[src/rtl/uart_rx_param.sv]
// Parametrised UART receiver: majority-vote sampling, false-start reject,
// one-entry valid/ready output. Define UART_RX_PARITY_EN for a parity bit.
module uart_rx_param #(
  parameter int CLK_DIV    = 434,
  parameter int DATA_BITS  = 8,
  parameter int STOP_BITS  = 1,
  parameter int PARITY_ODD = 0
) (
  input  logic                 clk,
  input  logic                 rst_n,
  input  logic                 uart_rx,
  output logic [DATA_BITS-1:0] rx_data,
  output logic                 rx_valid,
  input  logic                 rx_ready,
  output logic                 rx_frame_err,
  output logic                 rx_parity_err,
  output logic                 rx_overrun,
  output logic                 rx_busy
);

  localparam int CW = $clog2(CLK_DIV);
  localparam logic [CW-1:0] HALF = CW'(CLK_DIV / 2);
  localparam logic [CW-1:0] HM1  = CW'(CLK_DIV / 2 - 1);
  localparam logic [CW-1:0] HM2  = CW'(CLK_DIV / 2 - 2);
  localparam logic [CW-1:0] LAST = CW'(CLK_DIV - 1);
  localparam logic [3:0] DLAST = 4'(DATA_BITS - 1);
  localparam logic [3:0] SLAST = 4'(STOP_BITS - 1);

  if (CLK_DIV < 8 || CLK_DIV > 65535 ||
      DATA_BITS < 5 || DATA_BITS > 9 ||
      (STOP_BITS != 1 && STOP_BITS != 2) ||
      (PARITY_ODD != 0 && PARITY_ODD != 1))
  begin : g_bad_param
    $error("uart_rx_param: illegal parameter");
  end

  typedef enum logic [2:0] {
    IDLE,
    START,
    DATA,
    STOP
`ifdef UART_RX_PARITY_EN
    , PARITY
`endif
  } state_e;

  state_e               st_q;
  logic                 s1_q;
  logic                 rx_s_q;
  logic                 prev_q;
  logic [CW-1:0]        cnt_q;
  logic [3:0]           idx_q;
  logic [1:0]           win_q;
  logic [DATA_BITS-1:0] sh_q;
  logic [DATA_BITS-1:0] data_q;
  logic                 ferr_q;
  logic                 ferr_o_q;
  logic                 valid_q;
  logic                 ovr_q;
`ifdef UART_RX_PARITY_EN
  logic                 perr_q;
  logic                 perr_o_q;
  logic                 par_exp_d;
`endif

  logic samp_d;
  logic fall_d;
  logic at_half;
  logic at_last;
  logic done_d;
  logic take_d;

  assign samp_d  = (win_q[0] & win_q[1]) |
                   (win_q[0] & rx_s_q) |
                   (win_q[1] & rx_s_q);
  assign fall_d  = prev_q & ~rx_s_q;
  assign at_half = (cnt_q == HALF);
  assign at_last = (cnt_q == LAST);
  assign done_d  = (st_q == STOP) && at_half &&
                   (idx_q == SLAST);
  assign take_d  = !valid_q || rx_ready;
`ifdef UART_RX_PARITY_EN
  assign par_exp_d = (^sh_q) ^ (PARITY_ODD != 0);
`endif

  always_ff @(posedge clk or negedge rst_n) begin
    if (!rst_n) begin
      s1_q     <= 1'b1;
      rx_s_q   <= 1'b1;
      prev_q   <= 1'b1;
      st_q     <= IDLE;
      cnt_q    <= '0;
      idx_q    <= '0;
      win_q    <= 2'b11;
      sh_q     <= '0;
      data_q   <= '0;
      ferr_q   <= 1'b0;
      ferr_o_q <= 1'b0;
      valid_q  <= 1'b0;
      ovr_q    <= 1'b0;
`ifdef UART_RX_PARITY_EN
      perr_q   <= 1'b0;
      perr_o_q <= 1'b0;
`endif
    end else begin
      s1_q   <= uart_rx;
      rx_s_q <= s1_q;
      prev_q <= rx_s_q;
      ovr_q  <= 1'b0;
      cnt_q  <= at_last ? '0 : cnt_q + CW'(1);
      if (cnt_q == HM2) win_q[0] <= rx_s_q;
      if (cnt_q == HM1) win_q[1] <= rx_s_q;
      if (valid_q && rx_ready) valid_q <= 1'b0;
      // a completing frame may reuse the slot being consumed now
      if (done_d) begin
        if (take_d) begin
          valid_q  <= 1'b1;
          data_q   <= sh_q;
          ferr_o_q <= ferr_q | ~samp_d;
`ifdef UART_RX_PARITY_EN
          perr_o_q <= perr_q;
`endif
        end else begin
          ovr_q <= 1'b1;
        end
      end
      unique case (st_q)
        IDLE: begin
          if (fall_d) begin
            st_q   <= START;
            cnt_q  <= '0;
            idx_q  <= '0;
            ferr_q <= 1'b0;
`ifdef UART_RX_PARITY_EN
            perr_q <= 1'b0;
`endif
          end
        end
        START: begin
          if (at_half && samp_d) st_q <= IDLE;
          else if (at_last) st_q <= DATA;
        end
        DATA: begin
          if (at_half)
            sh_q <= {samp_d, sh_q[DATA_BITS-1:1]};
          if (at_last) begin
            if (idx_q == DLAST) begin
              idx_q <= '0;
`ifdef UART_RX_PARITY_EN
              st_q  <= PARITY;
`else
              st_q  <= STOP;
`endif
            end else begin
              idx_q <= idx_q + 4'd1;
            end
          end
        end
`ifdef UART_RX_PARITY_EN
        PARITY: begin
          if (at_half && (samp_d != par_exp_d))
            perr_q <= 1'b1;
          if (at_last) st_q <= STOP;
        end
`endif
        STOP: begin
          // leave at mid stop bit to resync on back-to-back frames
          if (at_half) begin
            if (!samp_d) ferr_q <= 1'b1;
            if (idx_q == SLAST) st_q <= IDLE;
            else idx_q <= idx_q + 4'd1;
          end
        end
        default: st_q <= IDLE;
      endcase
    end
  end

  assign rx_data      = data_q;
  assign rx_valid     = valid_q;
  assign rx_frame_err = ferr_o_q;
  assign rx_overrun   = ovr_q;
  assign rx_busy      = (st_q != IDLE);
`ifdef UART_RX_PARITY_EN
  assign rx_parity_err = perr_o_q;
`else
  assign rx_parity_err = 1'b0;
`endif

endmodule

[config.mk]
export PLATFORM = sky130hd
export DESIGN_NAME = uart_rx_param
export DESIGN_NICKNAME = d
export VERILOG_FILES = /design/src/rtl/uart_rx_param.sv
export SDC_FILE = /design/constraint.sdc
export NUM_CORES = 1
export LEC_CHECK = 0
export CAP_MARGIN = 25
export CORE_ASPECT_RATIO = 0.9
export CORE_MARGIN = 2
export CORE_UTILIZATION = 40
export CTS_BUF_LIST = sky130_fd_sc_hd__clkbuf_8
export DETAILED_ROUTE_END_ITERATION = 7
export HOLD_SLACK_MARGIN = 0.08
export PLACE_DENSITY = 0.67
export SLEW_MARGIN = 20
export SYNTH_ARGS = -nofsm -noshare
export SYNTH_HDL_FRONTEND = slang
export SYNTH_SLANG_ARGS = --single-unit
[constraint.sdc]
create_clock -name clk -period 2.3 [get_ports clk]
set_clock_uncertainty 0.2 [all_clocks]
set_input_delay 0.575 -clock clk [delete_from_list [all_inputs] [get_ports clk]]
set_output_delay 0.575 -clock clk [all_outputs]
set_load 0.02 [all_outputs]
==> results of run 1 <==
==> registers in the layout, summed over array words and instances (netlist names) <==
name          count
rx_s_q            1
rx_data           8
rx_valid          1
win_q             2
cnt_q             9
st_q              2
rx_overrun        1
s1_q              1
prev_q            1
ferr_q            1
idx_q             4
rx_frame_err      1
sh_q              8
==> routing by layer <==
metal	up-vias	global-route usage, %
met5	-	0
met4	0	4.68
met3	5	3.95
met2	17	20.7
met1	644	20.7
li1	638	-
==> where the power goes <==
group	switching, mW	internal [mW]
Combinational	0.181	0.139
Sequential	0.0861	0.768
Clock	0.244	0.211
Total	0.511	1.12
==> worst min path at each step <==
stage	cells past startpoint	from	endpoint	slack, ps
6_report	0	s1_q$_DFF_PN1_	rx_s_q$_DFF_PN1_	160
5_1_grt	0	s1_q$_DFF_PN1_	rx_s_q$_DFF_PN1_	160
4_1_cts	0	s1_q$_DFF_PN1_	rx_s_q$_DFF_PN1_	160
3_5_place_dp	0	s1_q$_DFF_PN1_	rx_s_q$_DFF_PN1_	150
3_3_place_gp	0	s1_q$_DFF_PN1_	rx_s_q$_DFF_PN1_	150
2_1_floorplan	0	rst_n	cnt_q[0]$_DFF_PN0_	80
==> critical path: stages, from the launching register on <==
cell and delay, ps:
sky130_fd_sc_hd__dfrtp_1 430, sky130_fd_sc_hd__inv_1 100, sky130_fd_sc_hd__ha_1 150, sky130_fd_sc_hd__nor3b_2 320
sky130_fd_sc_hd__nand2_1 140, sky130_fd_sc_hd__nor3b_2 190, sky130_fd_sc_hd__buf_4 200, sky130_fd_sc_hd__mux2_1 340
==> layout make-up <==
type | count | area share (%)
Clock buffer | 5 | 2.96
Multi-Input combinational cell | 113 | 38.5
Inverter | 9 | 1.45
Clock inverter | 3 | 0.808
Tap cell | 65 | 3.50
Timing Repair Buffer | 23 | 9.42
Sequential cell | 40 | 43.3
==> per-stage QoR <==
stage          worst slack, ps  cell area, um2
4_1_cts                    107            2320
3_5_place_dp               104            2230
2_1_floorplan              305            1980
3_3_place_gp               125            2230
5_1_grt                   13.0            2320
6_report                   126            2320
==> cells by family (layout without fill, tap and decap cells) <==
family	after synthesis	in the layout	share of synthesized area, %
multiplexers	21	21	11.9
other	1	1	0.190
AND/OR/NAND/NOR	60	60	18.6
AO/OA/AOI/OAI	18	18	7.78
adder cells (fa/ha/maj)	6	6	3.67
XOR/XNOR	7	7	3.10
flip-flops	40	40	50.9
buffers and inverters	15	40	3.86
==> cell usage in the layout, fill, tap and decap left out, drive strengths merged, types with 6 or more instances in the layout <==
master / netlist / layout
buf: 5 / 8
xor2: 6 / 6
inv: 9 / 9
mux2: 20 / 20
nor2: 15 / 15
nand2: 8 / 8
clkdlybuf4s50: 0 / 13
dfrtp: 35 / 35
==> cells in the mapped netlist, types with 2 or more instances <==
cell type	n
sky130_fd_sc_hd__a21oi_1	4
sky130_fd_sc_hd__and3_1	4
sky130_fd_sc_hd__buf_4	3
sky130_fd_sc_hd__dfrtp_1	35
sky130_fd_sc_hd__dfstp_2	5
sky130_fd_sc_hd__ha_1	5
sky130_fd_sc_hd__inv_1	9
sky130_fd_sc_hd__mux2_1	10
sky130_fd_sc_hd__mux2_2	10
sky130_fd_sc_hd__nand2_1	8
sky130_fd_sc_hd__nand2b_1	3
sky130_fd_sc_hd__nand3_1	4
sky130_fd_sc_hd__nand4_1	4
sky130_fd_sc_hd__nand4b_1	3
sky130_fd_sc_hd__nor2_1	14
sky130_fd_sc_hd__nor3_1	4
sky130_fd_sc_hd__nor3b_2	2
sky130_fd_sc_hd__nor4_1	2
sky130_fd_sc_hd__o211ai_1	2
sky130_fd_sc_hd__o21ai_0	3
sky130_fd_sc_hd__o311ai_0	2
sky130_fd_sc_hd__or3_1	3
sky130_fd_sc_hd__xor2_1	6
==> what timing repair did <==
action,4_1_cts,5_1_grt
resized for setup,1,0
hold buffers,1,0
hold endpoints to repair,18,0
buffers inserted,0,0
setup endpoints to repair,1,0
==> flow_summary.html, run 1 <==
<table>
<tr><th>Metric</th><th>Value</th></tr>
<tr><th colspan="2">Synth</th></tr>
<tr><td>Area share of the largest cell type after synthesis</td><td>44.3%</td></tr>
<tr><td>Average cell area after synthesis</td><td>11.8 um2</td></tr>
<tr><td>Post-synth top area cell</td><td>sky130_fd_sc_hd__dfrtp_1</td></tr>
<tr><td>Distinct cell type count of the synthesized netlist</td><td>46</td></tr>
<tr><td>Net count after synthesis</td><td>177</td></tr>
<tr><td>Total standard cell area after synthesis</td><td>1980 um2</td></tr>
<tr><td>Post-synthesis sequential area ratio</td><td>50.9%</td></tr>
<tr><td>Register bit total from synthesis</td><td>40</td></tr>
<tr><td>Gate Count Post-Synth</td><td>168</td></tr>
<tr><td>Ys async rst share</td><td>100%</td></tr>
<tr><td>Ys flop type</td><td>sky130_fd_sc_hd__dfrtp_1</td></tr>
<tr><td>Ranking of synthesized cells by area</td><td>sky130_fd_sc_hd__dfrtp_1 44%, sky130_fd_sc_hd__dfstp_2 6.6%, sky130_fd_sc_hd__mux2_1 5.7%</td></tr>
<tr><td>Count of flip-flops with a built-in enable after synthesis</td><td>0</td></tr>
<tr><td>Number of synthesis warnings</td><td>0</td></tr>
<tr><th colspan="2">Critical path</th></tr>
<tr><td>Endpoint arrival time on the critical path</td><td>2150 ps</td></tr>
<tr><td>Reg2reg setup slack</td><td>130 ps</td></tr>
<tr><td>Crit. End Element</td><td>flip-flop</td></tr>
<tr><td>Critical path launch point type</td><td>flip-flop</td></tr>
<tr><td>CP startpoint</td><td>idx_q[0]$_DFFE_PN0P_</td></tr>
<tr><td>Worst setup path class</td><td>flip-flop to flip-flop</td></tr>
<tr><td>Required time worst endpoint</td><td>2280 ps</td></tr>
<tr><td>CP Max Fanout</td><td>9</td></tr>
<tr><td>Worst setup endpoint</td><td>rx_data[4]$_DFFE_PN0P_</td></tr>
<tr><td>Cell depth of the worst flop-to-flop path</td><td>7</td></tr>
<tr><td>Origin of the critical flop-to-flop path</td><td>idx_q[0]$_DFFE_PN0P_</td></tr>
<tr><td>Worst r2r dst</td><td>rx_data[4]$_DFFE_PN0P_</td></tr>
<tr><th colspan="2">Global routing</th></tr>
<tr><td>Vias in the first global route</td><td>1309</td></tr>
<tr><td>Largest net degree at the start of global routing</td><td>23</td></tr>
<tr><td>Number of antenna violations at the first check in global routing</td><td>0</td></tr>
<tr><td>Leftover overflow at the end of global routing</td><td>0</td></tr>
<tr><td>GRT Overall Usage</td><td>14.2%</td></tr>
<tr><td>First-pass GRT wire length</td><td>6200 um</td></tr>
<tr><th colspan="2">Min path</th></tr>
<tr><td>Path class of the lowest-slack min-delay path</td><td>flip-flop to flip-flop</td></tr>
<tr><th colspan="2">Clock tree</th></tr>
<tr><td>CTS H-tree lvls</td><td>2</td></tr>
<tr><td>Number of buffers on the longest clock path</td><td>2</td></tr>
<tr><td>TritonCTS clock tree</td><td>built</td></tr>
<tr><td>Number of buffers added by the clock tree synthesis step</td><td>5</td></tr>
<tr><td>CTS Root Buffer Type</td><td>sky130_fd_sc_hd__clkbuf_8</td></tr>
<tr><td>Clock-pin slew of the registers on the worst-case setup and hold paths</td><td>80 ps</td></tr>
<tr><td>Clock sinks</td><td>40</td></tr>
<tr><td>Clock latency reported for the late side of the worst-skew pair</td><td>290 ps</td></tr>
<tr><th colspan="2">Drt</th></tr>
<tr><td>Wire length on met3</td><td>121 um</td></tr>
<tr><td>Via density</td><td>5.05</td></tr>
<tr><td>Uppermost signal routing layer after detailed routing</td><td>met4</td></tr>
<tr><td>Routed wire length per instance</td><td>13.5 um</td></tr>
<tr><td>Remaining antenna violation count</td><td>0</td></tr>
<tr><td>Detailed-route via count</td><td>1304</td></tr>
<tr><td>Initial DRC Count</td><td>86</td></tr>
<tr><td>Total length of routed met2 wires</td><td>1550 um</td></tr>
<tr><td>Aggregate routed wire length</td><td>3480 um</td></tr>
<tr><td>TritonRoute pass-1 iters</td><td>4</td></tr>
<tr><td>Met1 Routed Length</td><td>1780 um</td></tr>
<tr><td>DRC errors left</td><td>0</td></tr>
<tr><th colspan="2">Placed design</th></tr>
<tr><td>Detailed placer's ending HPWL</td><td>2490 um</td></tr>
<tr><td>Global placement routability congestion</td><td>0.863</td></tr>
<tr><td>IO buf count</td><td>15</td></tr>
<tr><td>Number of instances in the placed design</td><td>249</td></tr>
<tr><th colspan="2">Final layout</th></tr>
<tr><td>Register area</td><td>1010 um2</td></tr>
<tr><td>Count of filler cells inserted in the layout</td><td>459</td></tr>
<tr><td>Proportion of layout cells with a drive suffix above 1</td><td>20.7%</td></tr>
<tr><td>Final Util</td><td>48.4%</td></tr>
<tr><td>Antenna diodes</td><td>0</td></tr>
<tr><td>Area overhead of the layout relative to synthesis</td><td>17.5%</td></tr>
<tr><td>Combined area of the multi-input logic cells</td><td>895 um2</td></tr>
<tr><td>Non-filler cells in the finished layout</td><td>258</td></tr>
<tr><td>Count of nets after finishing</td><td>201</td></tr>
<tr><th colspan="2">Timing</th></tr>
<tr><td>Slew @ Worst Pin</td><td>503 ps</td></tr>
<tr><td>Setup Total Neg Slack</td><td>0 ps</td></tr>
<tr><td>Rel. slew slack</td><td>66.0%</td></tr>
<tr><td>Number of slew-limit violations in the final report</td><td>0</td></tr>
<tr><td>Setup repair after global routing missed its margin</td><td>no</td></tr>
<tr><td>Minimum period implied by the final worst setup slack</td><td>2170 ps</td></tr>
<tr><td>Max Clock Freq</td><td>460 MHz</td></tr>
<tr><td>Worst-case hold slack</td><td>159 ps</td></tr>
<tr><td>Count of endpoints failing hold in the final timing report</td><td>0</td></tr>
<tr><td>Final period util</td><td>94.5%</td></tr>
<tr><td>Endpoints failing setup</td><td>0</td></tr>
<tr><th colspan="2">Status</th></tr>
<tr><td>Run status</td><td>finished clean</td></tr>
<tr><th colspan="2">Floorplanning</th></tr>
<tr><td>Std cell rows</td><td>24</td></tr>
<tr><td>Core Area</td><td>4800 um2</td></tr>
<tr><td>Area of the die</td><td>5520 um2</td></tr>
<tr><td>Y dimension of the die</td><td>70.7 um</td></tr>
<tr><td>Die width</td><td>78.1 um</td></tr>
<tr><td>Boundary Pins</td><td>17</td></tr>
<tr><td>Starting Density</td><td>41.2%</td></tr>
<tr><th colspan="2">Power and ir drop</th></tr>
<tr><td>Worst vdd rail ir drop</td><td>0.613 mV</td></tr>
<tr><td>Leakage Power</td><td>1.08 nW</td></tr>
<tr><td>PnR Total Power</td><td>1.63 mW</td></tr>
<tr><td>Power Dens Cells</td><td>702 nW/um2</td></tr>
<tr><th colspan="2">Job</th></tr>
<tr><td>Max_cap viols</td><td>0</td></tr>
</table>
Power figures use the tool's default switching activity.
==> run 2: changes to the inputs <==
Settings changed: SLEW_MARGIN 20 to 30.
==> results of run 2 <==
Final layout, timing and power as in run 1 (identical DEF).
